### src/rtl/awg_multichannel_core.sv
// Multi-channel DDS waveform core: per-channel NCO, shaper, scaler and burst control.
// Shadow configuration is committed to every channel together on the update strobe.
module awg_multichannel_core #(
   parameter int unsigned N_CH    = 2,
   parameter int unsigned PHASE_W = 32,
   parameter int unsigned DAC_W   = 12,
   parameter int unsigned BURST_W = 16
) (
   input  logic                    clk,
   input  logic                    rst,
   input  logic                    wr_en,
   input  logic [3:0]              wr_ch,
   input  logic [2:0]              wr_addr,
   input  logic [31:0]             wr_data,
   input  logic                    update,
   input  logic                    sync,
   input  logic [N_CH-1:0]         trig,
   output logic [N_CH*DAC_W-1:0]   dac_out,
   output logic [N_CH-1:0]         busy,
   output logic [N_CH-1:0]         wrap
);
   localparam int unsigned C_W    = DAC_W + 1;
   localparam int unsigned PROD_W = 2 * DAC_W + 2;
   localparam int unsigned SUM_W  = DAC_W + 3;
   localparam logic [DAC_W-1:0] MID = {1'b1, {(DAC_W-1){1'b0}}};

   typedef enum logic {IDLE = 1'b0, RUN = 1'b1} state_t;

   for (genvar k = 0; k < N_CH; k++) begin : g_ch
      logic                     wr_hit;
      logic [PHASE_W-1:0]       sh_freq, sh_phase, freq, phase_off;
      logic [2:0]               sh_mode, mode;
      logic [DAC_W-1:0]         sh_duty, sh_amp, duty, amp;
      logic [C_W-1:0]           sh_offset, offset;
      logic [BURST_W-1:0]       sh_burst, burst_cnt;

      state_t                   state_q, state_d;
      logic                     burst_en, running_c, start_c, step_c, done_c;
      logic [BURST_W-1:0]       cnt_q;
      logic [PHASE_W-1:0]       acc_q, sum_c;
      logic                     carry_c, wrap_q;

      logic [DAC_W-1:0]         p_c, s_c, w_c, w_q, sat_c, dac_q;
      logic signed [C_W-1:0]    c_c, y_c, y_q;
      logic signed [PROD_W-1:0] prod_c;
      logic signed [SUM_W-1:0]  o_c;

      assign wr_hit = wr_en && (wr_ch == 4'(k));

      // Shadow register file, written field-truncated
      always_ff @(posedge clk or posedge rst) begin
         if (rst) begin
            sh_freq   <= '0;
            sh_phase  <= '0;
            sh_mode   <= '0;
            sh_duty   <= '0;
            sh_amp    <= '0;
            sh_offset <= '0;
            sh_burst  <= '0;
         end else if (wr_hit) begin
            case (wr_addr)
               3'd0:    sh_freq   <= PHASE_W'(wr_data);
               3'd1:    sh_phase  <= PHASE_W'(wr_data);
               3'd2:    sh_mode   <= wr_data[2:0];
               3'd3:    sh_duty   <= DAC_W'(wr_data);
               3'd4:    sh_amp    <= DAC_W'(wr_data);
               3'd5:    sh_offset <= C_W'(wr_data);
               3'd6:    sh_burst  <= BURST_W'(wr_data);
               default: ;
            endcase
         end
      end

      // Active copy; a write on the update cycle only reaches the shadow
      always_ff @(posedge clk or posedge rst) begin
         if (rst) begin
            freq      <= '0;
            phase_off <= '0;
            mode      <= '0;
            duty      <= '0;
            amp       <= '0;
            offset    <= '0;
            burst_cnt <= '0;
         end else if (update) begin
            freq      <= sh_freq;
            phase_off <= sh_phase;
            mode      <= sh_mode;
            duty      <= sh_duty;
            amp       <= sh_amp;
            offset    <= sh_offset;
            burst_cnt <= sh_burst;
         end
      end

      assign burst_en           = mode[2];
      assign {carry_c, sum_c}   = {1'b0, acc_q} + {1'b0, freq};

      always_ff @(posedge clk or posedge rst) begin
         if (rst) state_q <= IDLE;
         else     state_q <= state_d;
      end

      always_comb begin
         state_d = state_q;
         case (state_q)
            IDLE: if (burst_en && trig[k] && (burst_cnt != '0)) state_d = RUN;
            RUN: begin
               if (!burst_en)                                           state_d = IDLE;
               else if (carry_c && !sync && (cnt_q == BURST_W'(1)))     state_d = IDLE;
            end
            default: state_d = IDLE;
         endcase
      end

      always_comb begin
         running_c = !burst_en || (state_q == RUN);
         start_c   = (state_q == IDLE) && (state_d == RUN);
         step_c    = (state_q == RUN) && burst_en && carry_c && !sync;
         done_c    = step_c && (state_d == IDLE);
      end

      // Phase accumulator and burst period counter
      always_ff @(posedge clk or posedge rst) begin
         if (rst) begin
            acc_q  <= '0;
            wrap_q <= 1'b0;
            cnt_q  <= '0;
         end else begin
            wrap_q <= running_c && carry_c && !sync;
            if (sync || done_c || !running_c) acc_q <= '0;
            else                              acc_q <= sum_c;
            if (start_c)     cnt_q <= burst_cnt;
            else if (step_c) cnt_q <= cnt_q - BURST_W'(1);
         end
      end

      always_comb begin
         p_c = DAC_W'((acc_q + phase_off) >> (PHASE_W - DAC_W));
         s_c = {p_c[DAC_W-2:0], 1'b0};
         w_c = MID;
         case (mode[1:0])
            2'b00:   w_c = p_c;
            2'b01:   w_c = p_c[DAC_W-1] ? ~s_c : s_c;
            2'b10:   w_c = (p_c < duty) ? '1 : '0;
            default: w_c = MID;
         endcase
      end

      // Centre, scale by amp with floor shift, then add offset and clamp
      always_comb begin
         c_c    = $signed({1'b0, w_q}) - $signed({1'b0, MID});
         prod_c = PROD_W'(c_c) * $signed(PROD_W'({1'b0, amp}));
         y_c    = C_W'(prod_c >>> DAC_W);
         o_c    = SUM_W'(y_q) + SUM_W'({1'b0, MID}) + SUM_W'($signed(offset));
         if (o_c[SUM_W-1])             sat_c = '0;
         else if (|o_c[SUM_W-2:DAC_W]) sat_c = '1;
         else                          sat_c = o_c[DAC_W-1:0];
      end

      always_ff @(posedge clk or posedge rst) begin
         if (rst) begin
            w_q   <= '0;
            y_q   <= '0;
            dac_q <= MID;
         end else begin
            w_q   <= w_c;
            y_q   <= y_c;
            dac_q <= sat_c;
         end
      end

      assign dac_out[k*DAC_W +: DAC_W] = dac_q;
      assign busy[k]                   = (state_q == RUN);
      assign wrap[k]                   = wrap_q;
   end

endmodule

### config.mk
export PLATFORM = sky130hd
export DESIGN_NAME = awg_multichannel_core
export DESIGN_NICKNAME = d
export VERILOG_FILES = /design/src/rtl/awg_multichannel_core.sv
export SDC_FILE = /design/constraint.sdc
export NUM_CORES = 2
export LEC_CHECK = 0
export ABC_AREA = 1
export CAP_MARGIN = 40
export CELL_PAD_IN_SITES_DETAIL_PLACEMENT = 0
export CELL_PAD_IN_SITES_GLOBAL_PLACEMENT = 2
export CORE_MARGIN = 2
export CORE_UTILIZATION = 41
export CTS_BUF_LIST = sky130_fd_sc_hd__clkbuf_4 sky130_fd_sc_hd__clkbuf_8
export DETAILED_ROUTE_END_ITERATION = 8
export PLACE_DENSITY = 0.93
export REMOVE_ABC_BUFFERS = 1
export SYNTH_ARGS = -nofsm -noshare
export SYNTH_HDL_FRONTEND = slang
export SYNTH_SLANG_ARGS = --single-unit
### constraint.sdc
create_clock -name clk -period 22.7 [get_ports clk]
set_input_delay 2.27 -clock clk [delete_from_list [all_inputs] [get_ports clk]]
set_output_delay 2.27 -clock clk [all_outputs]
set_load 0.02 [all_outputs]
==> results.rst <==
.. list-table::
   :header-rows: 1

   * - Metric
     - Value
   * - Effective utilization at floorplan
     - between 40 and 50%
   * - Max Cap Viol
     - 0
   * - Die height
     - 338 µm
   * - Global route overflow
     - 0
   * - # resized after CTS
     - 0
   * - Count of port buffers added during placement
     - 73
   * - Area grow syn2layout
     - 10.2%
   * - Hold depth
     - 2
   * - Antenna violations before repair
     - 5
   * - Max-Slew Margin vs Limit
     - 40.5%
   * - Number of failing hold endpoints at the final stage
     - 0
   * - Finished Cell Area
     - between 50,000 and 60,000 µm²
   * - GRT Overall Usage
     - roughly a fifth
   * - Ports placed on the boundary
     - 74
   * - Endpoint, Worst Hold
     - g_ch[0].sh_offset[10]$_DFFE_PP0P_
   * - Min-Delay Path Class
     - flop to flop
   * - Worst setup SP type
     - flop
   * - Number of DRC markers after the initial detailed-route iteration
     - 2,053
   * - Remaining antenna violation count
     - 0
   * - Worst Min Path Start
     - g_ch[0].sh_offset[10]$_DFFE_PP0P_
   * - Worst reg2reg path startpoint
     - g_ch[1].amp[1]$_DFFE_PP0P_
   * - Worst-Skew Late Latency
     - 0.76 ns
   * - Mean area per synthesized cell
     - ~8.5 µm²
   * - Placer congestion estimate
     - between 0.8 and 0.9
   * - Remaining routing DRC violations
     - 0
   * - Post-cts hold buffer count
     - 0
   * - Maximum operating frequency
     - about 180 MHz
   * - Setup repair after global routing missed its margin
     - no
   * - Number of instances in the synthesized netlist
     - 5,381
   * - Setup tns final
     - 0 ns
   * - Post-synth cell types
     - 55
   * - Die area
     - around 110,000 µm²
   * - Final period utilization
     - 24.7%
   * - Clk Tree Root Cell
     - sky130_fd_sc_hd__clkbuf_8
   * - Clock tree from TritonCTS
     - done
   * - Setup bufs post-CTS
     - 0
   * - Maximum number of pins on one net before global-route repair
     - 120
   * - Layout net count
     - 6,062
   * - TritonCTS sink count
     - 654
   * - Top cells by count, synth
     - sky130_fd_sc_hd__nand2_1 (1,281), sky130_fd_sc_hd__inv_1 (932), sky130_fd_sc_hd__dfrtp_1 (652)
   * - Origin of the worst setup path
     - g_ch[1].amp[1]$_DFFE_PP0P_
   * - Power density over cell area
     - 82.8 nW/µm²
   * - Peak supply drop
     - around 0.000060 V
   * - Die Width
     - 338 µm
   * - CTS HTree Levels
     - 3
   * - Area post-placement
     - 47,800 µm²
   * - Post-Route WL
     - 114,000 µm
   * - Cell Count, Final, Fillers Out
     - roughly 7,000
   * - Syn. warnings
     - 0
   * - Ranking of synthesized cells by area
     - sky130_fd_sc_hd__dfrtp_1 (36%), sky130_fd_sc_hd__fa_1 (12%), sky130_fd_sc_hd__nand2_1 (11%), sky130_fd_sc_hd__ha_1 (8.6%), sky130_fd_sc_hd__inv_1 (7.7%)
   * - Top FF cell, synth
     - sky130_fd_sc_hd__dfrtp_1
   * - Fin Clk Skew
     - slightly above 0.05 ns
   * - Most frequent cell after synthesis
     - sky130_fd_sc_hd__nand2_1
   * - Average wire length per cell after detail routing
     - 16.2 µm
   * - Number of placement rows
     - 122
   * - Worst slew pin tran
     - 0.893 ns
   * - Setup slack on the worst flop-to-flop path
     - 17.10 ns
   * - Flops & latches, synth
     - 654
   * - CP max FO
     - 12
   * - CTS max path bufs
     - 3
   * - Via count
     - roughly 34,000
   * - Number of buffers created by CTS
     - 108
   * - Depth of the most critical reg-to-reg path
     - 19
   * - Detailed placement HPWL
     - 86,400 µm
   * - Seq/Total Area, Yosys
     - between 30% and 40%
   * - Clock period minus worst slack
     - 5.60 ns
   * - Vias in the first global route
     - 34,000
   * - Clock-pin transition on the worst setup and hold timing paths
     - 0.06 ns
   * - Crit Path Class
     - flop to flop
   * - Worst endpoint data arrival time
     - 6.25 ns
   * - Share of Yosys cell area claimed by the top area cell type
     - between 30% and 40%
   * - CP Data Required Time
     - 23.34 ns
   * - Global-route wire length before repair
     - 184,000 µm
   * - Cell type with the highest aggregate area in the netlist
     - sky130_fd_sc_hd__dfrtp_1
   * - Static leakage power
     - 0.0268 µW
   * - Number of enable flip-flop cells after synthesis
     - 0
   * - Final setup violation count
     - 0
   * - Vias per cell
     - about 4.9
   * - Share of post-route cells with drive strength above 1
     - 8.93%
   * - # placed instances
     - 6,804
   * - Post-synthesis cell area
     - 45,600 µm²
   * - Ys async rst share
     - between 90% and 100%
   * - Run status
     - completed
   * - Placeable core region
     - 111,000 µm²
   * - Final-report max-slew violation count
     - 0
   * - Worst flop-to-flop path endpoint
     - g_ch[1].y_q[8]$_DFF_PP0_
   * - Count of TritonRoute iterations in the first routing pass
     - 5
   * - CP Capture Type
     - flop
placed cells by master, fill, tap and decap left out, types with 9 or more instances in the layout:
| master | instances |
|---|---|
| sky130_fd_sc_hd__nand2_1 | 1279 |
| sky130_fd_sc_hd__inv_1 | 931 |
| sky130_fd_sc_hd__dfrtp_1 | 652 |
| sky130_fd_sc_hd__o21ai_0 | 364 |
| sky130_fd_sc_hd__nor2_1 | 332 |
| sky130_fd_sc_hd__ha_1 | 312 |
| sky130_fd_sc_hd__fa_1 | 278 |
| sky130_fd_sc_hd__a21oi_1 | 200 |
| sky130_fd_sc_hd__nand3_1 | 195 |
| sky130_fd_sc_hd__mux2_2 | 161 |
| sky130_fd_sc_hd__clkbuf_8 | 139 |
| sky130_fd_sc_hd__o21ai_1 | 75 |
| sky130_fd_sc_hd__clkdlybuf4s50_1 | 72 |
| sky130_fd_sc_hd__xnor2_1 | 69 |
| sky130_fd_sc_hd__xor2_1 | 67 |
| sky130_fd_sc_hd__o21ai_2 | 39 |
| sky130_fd_sc_hd__nor3_1 | 37 |
| sky130_fd_sc_hd__clkbuf_4 | 35 |
| sky130_fd_sc_hd__nand4_1 | 28 |
| sky130_fd_sc_hd__o21bai_1 | 26 |
| sky130_fd_sc_hd__nor4_1 | 26 |
| sky130_fd_sc_hd__a21o_1 | 21 |
| sky130_fd_sc_hd__buf_4 | 21 |
| sky130_fd_sc_hd__nand2_2 | 16 |
| sky130_fd_sc_hd__clkinv_2 | 15 |
| sky130_fd_sc_hd__nand3b_1 | 11 |
| sky130_fd_sc_hd__a21boi_0 | 10 |
| sky130_fd_sc_hd__buf_16 | 10 |
| sky130_fd_sc_hd__o21a_1 | 9 |
cell type report:
class	count	area [µm²]
Tap cell	1488	1860
Antenna cell	1	2.50
Inverter	936	3520
Clock buffer	174	2180
Fill cell	11100	60300
Clock inverter	29	262
Timing Repair Buffer	109	1260
Sequential cell	654	16400
Multi-Input combinational cell	3617	24800
where the power goes:
part / total (µW) / internal [µW] / switching, µW
logic: 1500 / 593 / 906
clock network: 1130 / 637 / 496
registers: 1530 / 1350 / 185
layer usage:
metal / up-vias / wire length [µm] / track usage (%)
met5: - / 0 / 0
met4: 0 / 2900 / 5.48
met3: 136 / 4230 / 2.70
met2: 570 / 51400 / 32.8
met1: 16400 / 55000 / 28.9
li1: 17000 / - / -
critical path, cell delays in order (launching register included):
cell and delay (ns):
sky130_fd_sc_hd__dfrtp_1 0.56, sky130_fd_sc_hd__inv_1 0.13, sky130_fd_sc_hd__nor2_1 0.26, sky130_fd_sc_hd__inv_1 0.11
sky130_fd_sc_hd__fa_1 0.58, sky130_fd_sc_hd__fa_1 0.45, sky130_fd_sc_hd__inv_1 0.33, sky130_fd_sc_hd__fa_1 0.51
sky130_fd_sc_hd__fa_1 0.55, sky130_fd_sc_hd__inv_1 0.05, sky130_fd_sc_hd__fa_1 0.47, sky130_fd_sc_hd__inv_1 0.04
sky130_fd_sc_hd__ha_1 0.37, sky130_fd_sc_hd__nand2_1 0.13, sky130_fd_sc_hd__nor4_1 0.49, sky130_fd_sc_hd__nand2_1 0.10
sky130_fd_sc_hd__nand2_1 0.11, sky130_fd_sc_hd__nand2_1 0.06, sky130_fd_sc_hd__nand2_1 0.07, sky130_fd_sc_hd__xor2_1 0.14
stage by stage:
step           worst slack [ns]  util [%]  total power, µW  hold WS [ns]
2_1_floorplan              2.11         -             2600         0.448
3_3_place_gp              16.67      42.9             3030         0.460
3_5_place_dp              17.00      43.3             3060         0.464
4_1_cts                   17.09      45.5             4210         0.478
5_1_grt                   16.70      45.5             4510         0.497
6_report                  17.10      45.5             4160         0.478
worst max-delay path by stage:
stage	cells after the start	slack, ns	to
floorplan	1	2.11	g_ch[0].acc_q[0]$_DFF_PP0_
global placement	5	16.67	g_ch[0].phase_off[31]$_DFFE_PP0P_
detailed placement	6	17.00	g_ch[0].sh_duty[7]$_DFFE_PP0P_
CTS	19	17.09	g_ch[1].y_q[8]$_DFF_PP0_
global route	19	16.70	g_ch[1].y_q[8]$_DFF_PP0_
finish	19	17.10	g_ch[1].y_q[8]$_DFF_PP0_
flip-flops by register name, summed over array words and instances (netlist names), 6 cells and up:
signal / flops
g_ch.acc_q: 64
g_ch.amp: 24
g_ch.burst_cnt: 32
g_ch.cnt_q: 32
g_ch.dac_q: 24
g_ch.duty: 24
g_ch.freq: 64
g_ch.mode: 6
g_ch.offset: 26
g_ch.phase_off: 64
g_ch.sh_amp: 24
g_ch.sh_burst: 32
g_ch.sh_duty: 24
g_ch.sh_freq: 64
g_ch.sh_mode: 6
g_ch.sh_offset: 26
g_ch.sh_phase: 64
g_ch.w_q: 24
g_ch.y_q: 26
kinds of logic (layout without fill, tap and decap cells):
logic type                 Yosys count  in the layout  share of synthesized area [%]
AOI/OAI and AO/OA                  782            782                           9.57
buffers and inverters             1110           1248                           9.73
muxes                              161            161                           3.98
xor gates and xnor gates           136            136                           2.61
and+or+nand+nor                   1948           1948                           17.5
other                                0              1                              0
adders and majority gates          590            590                           20.8
DFF                                654            654                           35.9
Power figures use the tool's default switching activity.
